==> src/rtl/spi_sample_rx_pkg.sv <==
// Shared types for the FPGA-to-Pi sample link: sample word types, receiver states
// and the sign-magnitude to two's complement conversion reused by the TX side.
package fx_pkg;

    localparam int SAMPLE_W = 11;

    typedef logic [SAMPLE_W-1:0] sample_sm_t;
    typedef logic [SAMPLE_W-1:0] sample_tc_t;

    typedef enum logic [1:0] {
        IDLE,
        SHIFT,
        DONE
    } rx_state_t;

    // Negative zero falls out as zero because -0 == 0 in two's complement.
    function automatic sample_tc_t sm_to_tc(input sample_sm_t sm);
        sample_tc_t mag_ext;
        mag_ext = {1'b0, sm[SAMPLE_W-2:0]};
        return sm[SAMPLE_W-1] ? -mag_ext : mag_ext;
    endfunction

endpackage

==> src/rtl/spi_sample_rx_fifo.sv <==
// Small synchronous FIFO with push/pop/full/empty; a push into a full FIFO is
// accepted when a pop happens in the same cycle. Shared with the TX side.
module sample_fifo #(
    parameter int WIDTH = 11,
    parameter int DEPTH = 4
) (
    input  logic             clk,
    input  logic             reset,
    input  logic             push,
    input  logic [WIDTH-1:0] push_data,
    input  logic             pop,
    output logic [WIDTH-1:0] pop_data,
    output logic             full,
    output logic             empty
);

    localparam int PTR_W = $clog2(DEPTH);

    logic [WIDTH-1:0] mem [DEPTH];
    logic [PTR_W-1:0] wr_ptr;
    logic [PTR_W-1:0] rd_ptr;
    logic [PTR_W:0]   count;
    logic             do_push;
    logic             do_pop;

    assign full     = (count == (PTR_W+1)'(DEPTH));
    assign empty    = (count == '0);
    assign do_pop   = pop & ~empty;
    assign do_push  = push & (~full | do_pop);
    assign pop_data = empty ? '0 : mem[rd_ptr];

    always_ff @(posedge clk) begin
        if (do_push) begin
            mem[wr_ptr] <= push_data;
        end
    end

    always_ff @(posedge clk or posedge reset) begin
        if (reset) begin
            wr_ptr <= '0;
            rd_ptr <= '0;
            count  <= '0;
        end else begin
            if (do_push) begin
                wr_ptr <= wr_ptr + PTR_W'(1);
            end
            if (do_pop) begin
                rd_ptr <= rd_ptr + PTR_W'(1);
            end
            case ({do_push, do_pop})
                2'b10:   count <= count + (PTR_W+1)'(1);
                2'b01:   count <= count - (PTR_W+1)'(1);
                default: count <= count;
            endcase
        end
    end

endmodule

==> src/rtl/spi_sample_rx.sv <==
// SPI peripheral receiver: oversampled sign-magnitude frames into a sample FIFO.
// Define TWOS_COMP_EN to convert samples to two's complement; otherwise raw words pass through.
module spi_sample_rx
    import fx_pkg::*;
#(
    parameter int DATA_W     = 11,
    parameter int FIFO_DEPTH = 4
) (
    input  logic              clk,
    input  logic              reset,
    input  logic              sclk,
    input  logic              sdi,
    input  logic              ncs,
    input  logic              out_ready,
    output logic              out_valid,
    output logic [DATA_W-1:0] out_data,
    output logic              frame_err,
    output logic              overflow,
    output logic [15:0]       frame_count
);

    localparam int CNT_W = $clog2(DATA_W + 2);
    localparam logic [CNT_W-1:0] CNT_FULL = CNT_W'(DATA_W);
    localparam logic [CNT_W-1:0] CNT_SAT  = CNT_W'(DATA_W + 1);

    logic sclk_s1, sclk_s2, sclk_s3;
    logic ncs_s1, ncs_s2, ncs_s3;
    logic sdi_s1, sdi_s2;
    logic sclk_rise, ncs_rise;

    rx_state_t         state, state_next;
    logic [DATA_W-1:0] shift;
    logic [CNT_W-1:0]  bit_cnt;
    logic              push;
    logic [DATA_W-1:0] conv;

    logic pop, fifo_full, fifo_empty, accept, drop;

    // Synchronizers reset to the idle line levels so no false edge follows reset.
    always_ff @(posedge clk or posedge reset) begin
        if (reset) begin
            {sclk_s1, sclk_s2, sclk_s3} <= 3'b000;
            {ncs_s1, ncs_s2, ncs_s3}    <= 3'b111;
            {sdi_s1, sdi_s2}            <= 2'b00;
        end else begin
            {sclk_s1, sclk_s2, sclk_s3} <= {sclk, sclk_s1, sclk_s2};
            {ncs_s1, ncs_s2, ncs_s3}    <= {ncs, ncs_s1, ncs_s2};
            {sdi_s1, sdi_s2}            <= {sdi, sdi_s1};
        end
    end

    assign sclk_rise = sclk_s2 & ~sclk_s3;
    assign ncs_rise  = ncs_s2 & ~ncs_s3;

    always_ff @(posedge clk or posedge reset) begin
        if (reset) begin
            state <= IDLE;
        end else begin
            state <= state_next;
        end
    end

    // IDLE keys on the ncs level, so a fall that landed during DONE is still taken.
    always_comb begin
        state_next = state;
        case (state)
            IDLE:    if (!ncs_s2) state_next = SHIFT;
            SHIFT:   if (ncs_rise) state_next = DONE;
            DONE:    state_next = IDLE;
            default: state_next = IDLE;
        endcase
    end

    always_comb begin
        push      = 1'b0;
        frame_err = 1'b0;
        if (state == DONE) begin
            if (bit_cnt == CNT_FULL) begin
                push = 1'b1;
            end else begin
                frame_err = 1'b1;
            end
        end
    end

    always_ff @(posedge clk or posedge reset) begin
        if (reset) begin
            shift   <= '0;
            bit_cnt <= '0;
        end else if (state == IDLE) begin
            shift   <= '0;
            bit_cnt <= '0;
        end else if (state == SHIFT && sclk_rise && !ncs_rise) begin
            shift <= {shift[DATA_W-2:0], sdi_s2};
            if (bit_cnt != CNT_SAT) begin
                bit_cnt <= bit_cnt + CNT_W'(1);
            end
        end
    end

`ifdef TWOS_COMP_EN
    logic [DATA_W-1:0] mag_ext;
    assign mag_ext = {1'b0, shift[DATA_W-2:0]};
    assign conv    = shift[DATA_W-1] ? -mag_ext : mag_ext;
`else
    assign conv = shift;
`endif

    sample_fifo #(
        .WIDTH (DATA_W),
        .DEPTH (FIFO_DEPTH)
    ) u_fifo (
        .clk       (clk),
        .reset     (reset),
        .push      (push),
        .push_data (conv),
        .pop       (pop),
        .pop_data  (out_data),
        .full      (fifo_full),
        .empty     (fifo_empty)
    );

    assign out_valid = ~fifo_empty;
    assign pop       = out_valid & out_ready;
    assign accept    = push & (~fifo_full | pop);
    assign drop      = push & fifo_full & ~pop;

    always_ff @(posedge clk or posedge reset) begin
        if (reset) begin
            overflow    <= 1'b0;
            frame_count <= '0;
        end else begin
            overflow    <= overflow | drop;
            frame_count <= frame_count + 16'(accept);
        end
    end

endmodule

==> config.mk <==
export PLATFORM = sky130hd
export DESIGN_NAME = spi_sample_rx
export DESIGN_NICKNAME = d
export VERILOG_FILES = /design/src/rtl/spi_sample_rx_pkg.sv /design/src/rtl/spi_sample_rx_fifo.sv /design/src/rtl/spi_sample_rx.sv
export SDC_FILE = /design/constraint.sdc
export NUM_CORES = 1
export LEC_CHECK = 0
export CORE_UTILIZATION = 40
export CTS_BUF_LIST = sky130_fd_sc_hd__clkbuf_16
export DETAILED_ROUTE_END_ITERATION = 6
export RECOVER_POWER = 50
export SYNTH_ARGS = -nofsm -noshare
export SYNTH_HDL_FRONTEND = slang
export SYNTH_SLANG_ARGS = --single-unit
==> constraint.sdc <==
create_clock -name clk -period 1.9 [get_ports clk]
set_input_delay 0.38 -clock clk [delete_from_list [all_inputs] [get_ports clk]]
set_output_delay 0.38 -clock clk [all_outputs]
set_load 0.01 [all_outputs]
==> Implementation_results.wiki <==
{| class="wikitable"
! Metric !! Value
|-
| Run status || finished with violations
|-
| Failing checks || negative setup slack
|-
| Top-level I/O count || 36
|-
| Total count of max-transition violations in the final report || 0
|-
| Final number of hold-violating endpoints || 0
|-
| Overflow after GRT || 0
|-
| Post-synth top area cell || sky130_fd_sc_hd__edfxtp_1
|-
| Die width || 101.5 um
|-
| Detail-routed via count per cell || 4.904
|-
| Static leakage power || 0.002146 uW
|-
| RSZ-0062 raised after global routing || true
|-
| Floorplan die height || 101.5 um
|-
| Syn. warnings || 0
|-
| Area of the die || 10290 um^2
|-
| Worst max-slew margin expressed relative to the limit || 18.31%
|-
| Fraction of the mapped netlist area in compound gates || 4.965%
|-
| Cell area after layout || 5314 um^2
|-
| Detail Route Antenna Nets || 0
|-
| #FFs+latches synth || 93
|-
| Count of nets after finishing || 361
|-
| Via count || 2344
|-
| Min Tclk post-route || 2073 ps
|-
| Setup slack on the worst flop-to-flop path || -120 ps
|-
| Slowest stage cell, crit path || sky130_fd_sc_hd__or3_4
|-
| Cell mode on critical path || sky130_fd_sc_hd__buf_6
|-
| Post-Place Cell Area || 4720 um^2
|-
| Post-synthesis simple-gate area fraction || 12.68%
|-
| Hold Crit Endpoint || sclk_s2
|-
| Critical register-to-register path endpoint || u_fifo.count[2]
|-
| Flip-flop cell with the highest count after synthesis || sky130_fd_sc_hd__dfrtp_1
|-
| Post-placement setup slack || -559.1 ps
|-
| Post-synthesis cell count || 264
|-
| Post-Syn Nets || 281
|-
| Cell at the root of the clock tree || sky130_fd_sc_hd__clkbuf_16
|-
| Endpoint class of the critical path || output port
|-
| Routed len/inst || 15.38 um
|-
| H-tree depth || 3
|-
| Path category of the worst min-delay check || reg -> reg
|-
| Synth top area share || 33.40%
|-
| Top cells by instance count after synthesis || sky130_fd_sc_hd__dfrtp_1, sky130_fd_sc_hd__edfxtp_1, sky130_fd_sc_hd__nand3_1
|-
| Final total power || 5655 uW
|-
| Number of enable flip-flop cells after synthesis || 44
|-
| Part of the Yosys area used for sequential elements || 64.48%
|-
| Overall fraction of global-route tracks in use || 15.61%
|-
| Post-synthesis average cell area || 14.99 um^2
|-
| Worst-skew pair later-pin latency || 340 ps
|-
| Clock slew at reported path FFs || 70 ps
|-
| Share of the cycle needed by the critical path after routing || 109.1%
|-
| Global-route wire length before repair || 11850 um
|-
| Most frequent cell after synthesis || sky130_fd_sc_hd__dfrtp_1
|-
| Crit start category || flip-flop
|-
| Arrival time at the worst endpoint || 1690 ps
|-
| Highest ir drop seen on vdd || 0.0005625 V
|-
| Number of remaining DRC errors || 0
|-
| Leading post-synthesis cells by cell area || sky130_fd_sc_hd__edfxtp_1, sky130_fd_sc_hd__dfrtp_1, sky130_fd_sc_hd__mux4_2
|-
| Post-synthesis to final-layout area growth || 34.31%
|-
| Core Area || 9415 um^2
|-
| Count of hold-fix buffers inserted at cts || 0
|-
| Number of antenna cells inserted || 0
|-
| Final Setup Violations || 26
|-
| Antenna violations before repair || 0
|-
| DR iter-0 viols || 99
|-
| Final setup skew || 4.595 ps
|-
| Clock Sinks || 93
|-
| Hold depth || 0
|-
| Post-layout worst setup margin || -173.2 ps
|-
| Distinct cell type count of the synthesized netlist || 51
|-
| Share of the synthesized netlist area taken by xor and xnor gates || 4.428%
|-
| DRT Pass-1 Iters || 4
|-
| Cell area power density || 1064 nW/um^2
|-
| Starting Density || 42.02%
|-
| Cell Rows || 35
|-
| I/O Buffers || 35
|-
| R2R Path Start || u_fifo.count[1]
|-
| Multiplexer share of the synthesized area || 7.084%
|-
| FF-to-FF path depth || 10
|-
| CTS tree || built
|-
| Number of global-route vias before repair || 2369
|-
| WP data required || 1520 ps
|-
| Largest fanout on the critical path || 6
|-
| Adder and majority gate portion of the synthesized area || 3.669%
|-
| TritonCTS buffer count || 9
|-
| Worst Min Path Start || sclk_s1
|-
| Half-perimeter wire length after placement || 4441 um
|-
| Maximum clock frequency || 482.3 MHz
|-
| Chain of cells forming the critical path || buf_6 > or3_4 > clkbuf_16 > and2_4 > buf_6
|-
| Crit Path Class || reg -> out
|-
| Worst hold-check slack || 350.1 ps
|-
| GPL Wtd Cong || 0.7101
|-
| Final standard cell utilization of the core || 56.44%
|-
| Layout cells sized above 1 || 38.40%
|-
| Combinational family with the most area after synthesis || simple AND/OR/NAND/NOR gates
|-
| Maximum number of pins on one net before global-route repair || 50
|-
| Share of synthesized flip-flops with an asynchronous set or reset || 52.69%
|-
| Transition time at the pin with the least slew margin || 1225 ps
|-
| Cell area after synthesis || 3956 um^2
|-
| Wire length reported by the detailed router || 7353 um
|-
| Max cap viols || 0
|-
| Largest stage delay on the critical path || 420 ps
|-
| Maximum buffer depth of the clock tree || 2
|}
-- worst max path at each step --
stage / start / to / slack, ps
floorplan: bit_cnt[0] / frame_count[14] / -60
global placement: out_ready / u_fifo.count[2] / -520
detailed placement: out_ready / u_fifo.count[2] / -560
CTS: u_fifo.rd_ptr[0] / out_data[1] / -250
global route: bit_cnt[0] / frame_count[8] / -260
finish: u_fifo.count[0] / out_data[0] / -170
-- final cells by class --
type | count | area, um^2
sequential | 93 | 2556
tap | 129 | 161.4
clock buffer | 9 | 225.2
fill | 774 | 4101
multi-input combinational | 150 | 1463
inverter | 12 | 45.04
clock inverter | 7 | 73.82
timing repair buffer | 78 | 789.5
-- report_power, final --
group	switching [uW]	internal, uW	total [uW]
Sequential	63.4	2180	2240
Combinational	599	1040	1630
Clock	844	936	1780
Total	1510	4150	5650
-- placed cells by master (no fill, tap or decap), types with 3 or more instances in the layout --
cell,instances
sky130_fd_sc_hd__xnor2_1,9
sky130_fd_sc_hd__xor2_1,11
sky130_fd_sc_hd__dlygate4sd3_1,4
sky130_fd_sc_hd__dfrtp_1,42
sky130_fd_sc_hd__dfrtp_2,4
sky130_fd_sc_hd__buf_6,17
sky130_fd_sc_hd__inv_6,4
sky130_fd_sc_hd__dfstp_2,3
sky130_fd_sc_hd__buf_4,29
sky130_fd_sc_hd__mux4_2,11
sky130_fd_sc_hd__nand3_1,16
sky130_fd_sc_hd__ha_1,5
sky130_fd_sc_hd__nor4_4,3
sky130_fd_sc_hd__a21oi_1,13
sky130_fd_sc_hd__ha_4,3
sky130_fd_sc_hd__inv_1,10
sky130_fd_sc_hd__nand2_1,6
sky130_fd_sc_hd__buf_12,6
sky130_fd_sc_hd__clkdlybuf4s50_1,18
sky130_fd_sc_hd__nor2_1,4
sky130_fd_sc_hd__edfxtp_1,44
sky130_fd_sc_hd__o21ai_0,10
sky130_fd_sc_hd__nor3_4,3
sky130_fd_sc_hd__and2_4,14
sky130_fd_sc_hd__clkbuf_16,10
-- through the flow --
| step | cells | TNS (ps) |
|---|---|---|
| 6_report | 478 | -2607 |
| 5_1_grt | 478 | -7703 |
| 4_1_cts | 473 | -2735 |
| 3_5_place_dp | 447 | -21710 |
| 3_3_place_gp | 447 | -21040 |
| 2_1_floorplan | 264 | -251.2 |
-- kinds of logic (layout without fill, tap and decap cells) --
logic type,Yosys count,in the layout
flops,93,93
simple gates,72,73
compound gates,33,33
buf+inv,22,106
xor+xnor,20,20
mux,13,13
fa+ha+maj,11,11
-- metal layers --
layer	share of wire [%]	GRT usage, %
met3	3.5	4.003
met4	1.4	6.689
met1	47	20.76
met5	0	0
met2	48	24.44
-- flip-flops by register name, indices dropped and copies added, names as in the netlist --
| name | cells |
|---|---|
| bit_cnt | 4 |
| sdi_s1 | 1 |
| ncs_s3 | 1 |
| u_fifo.rd_ptr | 2 |
| u_fifo.mem | 44 |
| ncs_s2 | 1 |
| state | 2 |
| sclk_s3 | 1 |
| conv | 11 |
| u_fifo.count | 3 |
| u_fifo.wr_ptr | 2 |
| sclk_s1 | 1 |
| overflow | 1 |
| sclk_s2 | 1 |
| ncs_s1 | 1 |
| sdi_s2 | 1 |
| frame_count | 16 |
-- what timing repair did --
action | CTS | global route
setup endpoints to repair | 39 | 54
gates cloned | 1 | 2
gates resized for setup | 76 | 37
endpoints found under the hold margin | 0 | 0
pin swaps | 22 | 23
setup buffers | 9 | 5
-- critical path, delay by kind of cell (launching register included) --
kind          cells  cell delay [ps]
simple gates      2              550
flops             1              400
buf+inv           3              400
No activity file was read; power rests on OpenSTA's default activity.
